**src/rtl/mips_cpu_harvard.sv**
```systemverilog
// rtl/mips_cpu_harvard.sv - single-cycle MIPS I subset core, Harvard buses, one branch delay slot
// Optional HI/LO multiply/divide unit enabled by defining MULT_DIV_EN.
module mips_cpu_harvard #(
   parameter logic [31:0] RESET_VECTOR = 32'hBFC00000
) (
   input  logic        clk,
   input  logic        reset,
   output logic        active,
   output logic [31:0] register_v0,
   input  logic        clk_enable,
   output logic [31:0] instr_address,
   input  logic [31:0] instr_readdata,
   output logic [31:0] data_address,
   output logic        data_write,
   output logic        data_read,
   output logic [31:0] data_writedata,
   input  logic [31:0] data_readdata
);

   localparam logic [5:0] OP_SPECIAL = 6'h00, OP_J     = 6'h02, OP_JAL  = 6'h03,
                          OP_BEQ     = 6'h04, OP_BNE   = 6'h05, OP_ADDIU = 6'h09,
                          OP_SLTI    = 6'h0A, OP_SLTIU = 6'h0B, OP_ANDI = 6'h0C,
                          OP_ORI     = 6'h0D, OP_XORI  = 6'h0E, OP_LUI  = 6'h0F,
                          OP_LW      = 6'h23, OP_SW    = 6'h2B;

   localparam logic [5:0] FN_SLL  = 6'h00, FN_SRL  = 6'h02, FN_SRA   = 6'h03, FN_JR  = 6'h08,
                          FN_MFHI = 6'h10, FN_MTHI = 6'h11, FN_MFLO  = 6'h12, FN_MTLO = 6'h13,
                          FN_MULT = 6'h18, FN_MULTU = 6'h19, FN_DIV  = 6'h1A, FN_DIVU = 6'h1B,
                          FN_ADDU = 6'h21, FN_SUBU = 6'h23, FN_AND   = 6'h24, FN_OR   = 6'h25,
                          FN_XOR  = 6'h26, FN_SLT  = 6'h2A, FN_SLTU  = 6'h2B;

   logic [31:0] pc_q, pc_plus4, next_pc;
   logic [31:0] branch_target_q;
   logic        branch_pending_q;
   logic        active_q;
   logic [31:0] gpr [0:31];

   logic [5:0]  opcode, funct;
   logic [4:0]  rs, rt, rd, shamt;
   logic [15:0] imm;
   logic [31:0] rs_val, rt_val, imm_sext, imm_zext, mem_addr;

   logic        wr_en;
   logic [4:0]  wr_addr;
   logic [31:0] wr_data;
   logic        take_branch;
   logic [31:0] take_target;
   logic        is_lw, is_sw;

   assign opcode   = instr_readdata[31:26];
   assign rs       = instr_readdata[25:21];
   assign rt       = instr_readdata[20:16];
   assign rd       = instr_readdata[15:11];
   assign shamt    = instr_readdata[10:6];
   assign funct    = instr_readdata[5:0];
   assign imm      = instr_readdata[15:0];
   assign imm_sext = {{16{imm[15]}}, imm};
   assign imm_zext = {16'h0000, imm};
   assign rs_val   = gpr[rs];
   assign rt_val   = gpr[rt];
   assign mem_addr = rs_val + imm_sext;

   assign pc_plus4 = pc_q + 32'd4;
   // The delay-slot instruction executes now; a branch taken last cycle redirects after it.
   assign next_pc  = branch_pending_q ? branch_target_q : pc_plus4;

   assign instr_address  = pc_q;
   assign active         = active_q;
   assign register_v0    = gpr[2];
   assign data_address   = mem_addr;
   assign data_writedata = rt_val;
   assign data_read      = reset & active_q & is_lw;
   assign data_write     = reset & active_q & clk_enable & is_sw;

`ifdef MULT_DIV_EN
   logic [31:0] hi_q, lo_q, hi_next, lo_next;
   logic        hilo_wr;
   logic [63:0] prod_s, prod_u;
   logic signed [31:0] rs_s, rt_s;

   assign rs_s   = rs_val;
   assign rt_s   = rt_val;
   assign prod_s = {{32{rs_val[31]}}, rs_val} * {{32{rt_val[31]}}, rt_val};
   assign prod_u = {32'h0, rs_val} * {32'h0, rt_val};
`endif

   always_comb begin
      wr_en       = 1'b0;
      wr_addr     = rd;
      wr_data     = 32'h0;
      take_branch = 1'b0;
      take_target = 32'h0;
      is_lw       = 1'b0;
      is_sw       = 1'b0;
`ifdef MULT_DIV_EN
      hilo_wr     = 1'b0;
      hi_next     = hi_q;
      lo_next     = lo_q;
`endif
      case (opcode)
         OP_SPECIAL: begin
            wr_en = 1'b1;
            case (funct)
               FN_SLL:  wr_data = rt_val << shamt;
               FN_SRL:  wr_data = rt_val >> shamt;
               FN_SRA:  wr_data = $unsigned($signed(rt_val) >>> shamt);
               FN_ADDU: wr_data = rs_val + rt_val;
               FN_SUBU: wr_data = rs_val - rt_val;
               FN_AND:  wr_data = rs_val & rt_val;
               FN_OR:   wr_data = rs_val | rt_val;
               FN_XOR:  wr_data = rs_val ^ rt_val;
               FN_SLT:  wr_data = {31'h0, $signed(rs_val) < $signed(rt_val)};
               FN_SLTU: wr_data = {31'h0, rs_val < rt_val};
               FN_JR: begin
                  wr_en       = 1'b0;
                  take_branch = 1'b1;
                  take_target = rs_val;
               end
`ifdef MULT_DIV_EN
               FN_MFHI: wr_data = hi_q;
               FN_MFLO: wr_data = lo_q;
               FN_MTHI: begin wr_en = 1'b0; hilo_wr = 1'b1; hi_next = rs_val; end
               FN_MTLO: begin wr_en = 1'b0; hilo_wr = 1'b1; lo_next = rs_val; end
               FN_MULT: begin wr_en = 1'b0; hilo_wr = 1'b1; {hi_next, lo_next} = prod_s; end
               FN_MULTU: begin wr_en = 1'b0; hilo_wr = 1'b1; {hi_next, lo_next} = prod_u; end
               FN_DIV: begin
                  wr_en = 1'b0;
                  // A zero divisor leaves HI/LO untouched.
                  if (rt_val != 32'h0) begin
                     hilo_wr = 1'b1;
                     lo_next = $unsigned(rs_s / rt_s);
                     hi_next = $unsigned(rs_s % rt_s);
                  end
               end
               FN_DIVU: begin
                  wr_en = 1'b0;
                  if (rt_val != 32'h0) begin
                     hilo_wr = 1'b1;
                     lo_next = rs_val / rt_val;
                     hi_next = rs_val % rt_val;
                  end
               end
`endif
               default: wr_en = 1'b0;
            endcase
         end
         OP_J: begin
            take_branch = 1'b1;
            take_target = {pc_plus4[31:28], instr_readdata[25:0], 2'b00};
         end
         OP_JAL: begin
            take_branch = 1'b1;
            take_target = {pc_plus4[31:28], instr_readdata[25:0], 2'b00};
            wr_en       = 1'b1;
            wr_addr     = 5'd31;
            wr_data     = pc_q + 32'd8;
         end
         OP_BEQ, OP_BNE: begin
            take_branch = (rs_val == rt_val) ^ (opcode == OP_BNE);
            take_target = pc_plus4 + {imm_sext[29:0], 2'b00};
         end
         OP_ADDIU: begin wr_en = 1'b1; wr_addr = rt; wr_data = rs_val + imm_sext; end
         OP_SLTI:  begin wr_en = 1'b1; wr_addr = rt; wr_data = {31'h0, $signed(rs_val) < $signed(imm_sext)}; end
         OP_SLTIU: begin wr_en = 1'b1; wr_addr = rt; wr_data = {31'h0, rs_val < imm_sext}; end
         OP_ANDI:  begin wr_en = 1'b1; wr_addr = rt; wr_data = rs_val & imm_zext; end
         OP_ORI:   begin wr_en = 1'b1; wr_addr = rt; wr_data = rs_val | imm_zext; end
         OP_XORI:  begin wr_en = 1'b1; wr_addr = rt; wr_data = rs_val ^ imm_zext; end
         OP_LUI:   begin wr_en = 1'b1; wr_addr = rt; wr_data = {imm, 16'h0000}; end
         OP_LW: begin
            is_lw   = 1'b1;
            wr_en   = 1'b1;
            wr_addr = rt;
            wr_data = data_readdata;
         end
         OP_SW:    is_sw = 1'b1;
         default: ;
      endcase
   end

   always_ff @(posedge clk or negedge reset) begin
      if (!reset) begin
         pc_q             <= RESET_VECTOR;
         branch_pending_q <= 1'b0;
         branch_target_q  <= 32'h0;
         active_q         <= 1'b1;
         for (int i = 0; i < 32; i++) gpr[i] <= 32'h0;
      end else if (clk_enable && active_q) begin
         pc_q             <= next_pc;
         active_q         <= (next_pc != 32'h0);
         branch_pending_q <= take_branch;
         branch_target_q  <= take_target;
         if (wr_en && wr_addr != 5'd0) gpr[wr_addr] <= wr_data;
      end
   end

`ifdef MULT_DIV_EN
   always_ff @(posedge clk or negedge reset) begin
      if (!reset) begin
         hi_q <= 32'h0;
         lo_q <= 32'h0;
      end else if (clk_enable && active_q && hilo_wr) begin
         hi_q <= hi_next;
         lo_q <= lo_next;
      end
   end
`endif

endmodule

```
**config.mk**
```make
export PLATFORM = sky130hd
export DESIGN_NAME = mips_cpu_harvard
export DESIGN_NICKNAME = d
export VERILOG_FILES = /design/src/rtl/mips_cpu_harvard.sv
export SDC_FILE = /design/constraint.sdc
export NUM_CORES = 2
export LEC_CHECK = 0
export ABC_AREA = 1
export CELL_PAD_IN_SITES_DETAIL_PLACEMENT = 0
export CELL_PAD_IN_SITES_GLOBAL_PLACEMENT = 1
export CORE_MARGIN = 2
export CORE_UTILIZATION = 41
export DETAILED_ROUTE_END_ITERATION = 16
export GPL_ROUTABILITY_DRIVEN = 1
export PLACE_DENSITY = 0.85
export SYNTH_ARGS = -nofsm -noshare
export SYNTH_HDL_FRONTEND = slang
export SYNTH_SLANG_ARGS = --single-unit
```
**constraint.sdc**
```tcl
create_clock -name clk -period 4.45 [get_ports clk]
set_clock_uncertainty 0.05 [all_clocks]
set_input_delay 0.445 -clock clk [delete_from_list [all_inputs] [get_ports clk]]
set_output_delay 0.445 -clock clk [all_outputs]
set_load 0.05 [all_outputs]
```
==> impl_results.md <==
* Per-cell routed wire length at 26.8 um
* Initial Util at 41.2%
* Pin count of the biggest net entering global routing at 166
* Fin area at 0.107 mm^2
* Synthesized Nets at 12,251
* Leak at 0.0542 uW
* Endpoints failing hold at 0
* Clock sink count at 1,090
* Non-filler cells, final at 16,079
* Routed Antenna Nets at 0
* Die area at 0.192 mm^2
* Num CTS Buffers at 131
* Max-cap violations at 0
* IO Port Bufs at 197
* R2R Path Start: gpr[563]$_DFFE_PN0P_
* Hold Crit Class: in -> async
* DR iter-0 viols at 14,530
* Sum Neg Setup Slack at -12.44 ns
* Final Util at 57.0%
* Initial antenna violation count at 14
* Drt drc at 0
* Layout cells sized above 1 at 23.2%
* Netlist cell types at 67
* Main synth FF type: dfrtp_1
* CTS tree: yes
* Clock root buffer: clkbuf_16
* Max IR drop VDD at 369 uV
* RSZ-0062 raised after global routing: yes
* DR pass1 iterations at 7
* Post-synthesis sequential area ratio at 35.3%
* Fin nets at 13,776
* Synth Cell Area at 0.0773 mm^2
* Post-route setup slack at -0.305 ns
* Worst-case clock buffer depth at 3
* Setup violators final at 273
* Max frequency at 210 MHz
* R2R cell count at 29
* Total gr overflow at 0
* Pwr/cell area at 314 mW/mm^2
* Gr usage total at 42.9%
* Placed cells at 15,646
* Vias post-DR at 96,096
* Die Y at 438 um
* YS warnings at 0
* Synthesis-stage register bit count at 1,090
* Post-synth EDFFs at 0
* Clk_lat worst skew at 0.82 ns
* Worst slew pin tran at 1.17 ns
* Fillers at 17,441
* R2R Path End: gpr[544]$_DFFE_PN0P_
* First-pass GRT wire length at 614,000 um
* Post-DP HPWL at 303,000 um
* R2r setup slk at -0.10 ns
* Arr. time, crit path at 4.26 ns
* Slew HR at 22.0%
* Global routing usage on met3 at 11.0%
* Clock slew at reported path FFs at 0.05 ns
* Core ar. at 0.188 mm^2
* Critical path type: in -> out
* Vias in the first global route at 90,894
* Status: finished with violations
* Storage cell area at 0.0273 mm^2
* Crit path time final at 4.75 ns
* Vias per inst at 5.98
* FP Rows at 159
* Routing usage on met1 at 57.8%
* WP data required at 3.95 ns
* Worst setup EP type: output port
* Max H-tree Level at 4
* Cell Area, Placed at 0.0965 mm^2
* Mapped Cells at 11,953
* Synthesis-to-layout area growth at 38.3%
* Final Wtd Congestion at 1.07
* Met2 Use GR at 60.6%
* Max-slew violation count at 0
* Startpoint Class: input pin
* Io pins at 198
* Critical Path Fanout Max at 13
* GR peak layer: met2
* Tcrit/Tclk final at 107%
* Area of the multi-input gates at 0.0475 mm^2
* Total routed wirelength at 432,000 um
* Die width at 438 um
* Violated checks: negative setup slack
* Mapped Avg Cell Area at 6.47 um^2
* Asr flop ratio synth at 100%
final cells by class:
cell class              count  share of cell area (%)
clock inverters            43                   0.509
clock buffers             191                    3.62
inverters                 510                    1.93
diodes                      5                  0.0117
well taps                2495                    2.92
multi-input cells        9445                    44.4
repair buffers           2298                    21.0
repair inverters            2                  0.0211
flip-flops and latches   1090                    25.5
logic make-up after synthesis:
group                      share of synthesized area (%)
buffers and inverters                               7.82
muxes                                             0.0130
adders and majority gates                           3.78
and+or+nand+nor                                     40.0
AOI/OAI and AO/OA                                   12.3
xor gates and xnor gates                           0.782
DFF                                                 35.3
cells in the mapped netlist (all sizes together), types with 2 or more instances:
cell type	number	area share, %
nand2	5077	25
or2	11	0.089
o21bai	16	0.16
a221oi	27	0.31
clkinv	9	0.045
a311oi	3	0.034
nor4	25	0.23
a21o	11	0.11
a21boi	7	0.073
xnor2	5	0.057
dfrtp	1080	35
o221ai	223	2.5
o211ai	41	0.40
o21ai	765	5.0
o2111ai	15	0.17
fa	4	0.10
nor3b	2	0.019
nor2	843	4.4
dfstp	10	0.34
a211oi	11	0.11
clkbuf	435	2.1
ha	227	3.7
o21a	7	0.068
a2111oi	2	0.023
o31ai	3	0.029
xor2	64	0.73
o2111a	2	0.029
nor3	53	0.40
a31oi	59	0.50
a32o	17	0.22
o22ai	62	0.50
a21oi	301	1.9
buf	473	3.2
nand3	1501	9.7
a22oi	4	0.057
nand3b	8	0.078
inv	501	2.4
nand4	42	0.36
through the flow:
stage	worst slack (ns)	power [uW]	hold WS [ns]
finish	-0.305	33600	0.261
global route	-0.372	34600	0.257
CTS	-0.273	32700	0.214
detailed placement	-1.32	20900	0.341
global placement	-1.33	20900	0.338
floorplan	-0.0879	15300	0.0994
worst max-delay path, cell delays in order:
cell and delay [ns]:
buf_16 0.14, clkinv_16 0.11, buf_16 0.20, buf_4 0.16, buf_4 0.21, nor2_1 0.06
o22ai_1 0.16, nor2_1 0.06, o211ai_1 0.55, nand2_1 0.20, buf_12 0.19, inv_4 0.06
buf_6 0.14, ha_4 0.21, buf_4 0.15, nor2_4 0.09, inv_2 0.07, nor4_4 0.27
buf_4 0.16, nand4_1 0.09, nand2_2 0.12, xor2_4 0.21, buf_12 0.16
layer usage:
metal	vias up	wire length [um]	share of wire (%)
li1	42104	-	-
met1	45334	166000	39
met2	7017	174000	40
met3	1637	55900	13
met4	4	35400	8.2
met5	-	27	0.0063
registers in the layout, indices dropped and copies added, names as in the netlist:
register          count
branch_pending_q      1
register_v0          32
active                1
gpr                 992
instr_address        32
branch_target_q      32
report_power, final:
group          total, uW  switching, uW  internal [uW]  leakage (uW)
sequential         10400            249          10200        0.0151
combinational      11900           7160           4740        0.0370
clock              11300           4820           6440       0.00217
timing repair:
item,4_1_cts,5_1_grt
cloned,6,22
hold buffers,1,0
endpoints found under the hold margin,42,0
gates resized for setup,493,611
pin swaps,171,224
setup buffers,89,99
setup endpoints to repair,832,851
cells in the final DEF (no fill, tap or decap), types with 116 or more instances in the layout:
cell type	netlist	final
buf_12	0	293
nor2_1	810	752
clkbuf_16	0	151
clkdlybuf4s50_1	0	116
o21ai_1	9	178
o221ai_1	223	200
inv_1	451	395
o21ai_0	755	532
dfrtp_1	1080	1080
nand2_1	5070	4912
ha_1	227	173
nand3_1	1500	1417
buf_4	84	1741
a21oi_1	301	223
worst max-delay path by stage:
stage | from | to | slack [ns] | depth (start not counted)
2_1_floorplan | instr_readdata[21] | gpr[464]$_DFFE_PN0P_ | -0.09 | 29
3_5_place_dp | instr_readdata[21] | gpr[757]$_DFFE_PN0P_ | -1.32 | 29
3_3_place_gp | instr_readdata[21] | gpr[661]$_DFFE_PN0P_ | -1.33 | 29
6_report | instr_readdata[21] | data_address[31] | -0.30 | 23
4_1_cts | gpr[532]$_DFFE_PN0P_ | data_address[28] | -0.27 | 25
5_1_grt | gpr[471]$_DFFE_PN0P_ | data_address[28] | -0.37 | 20
No activity file was read; power rests on OpenSTA's default activity.
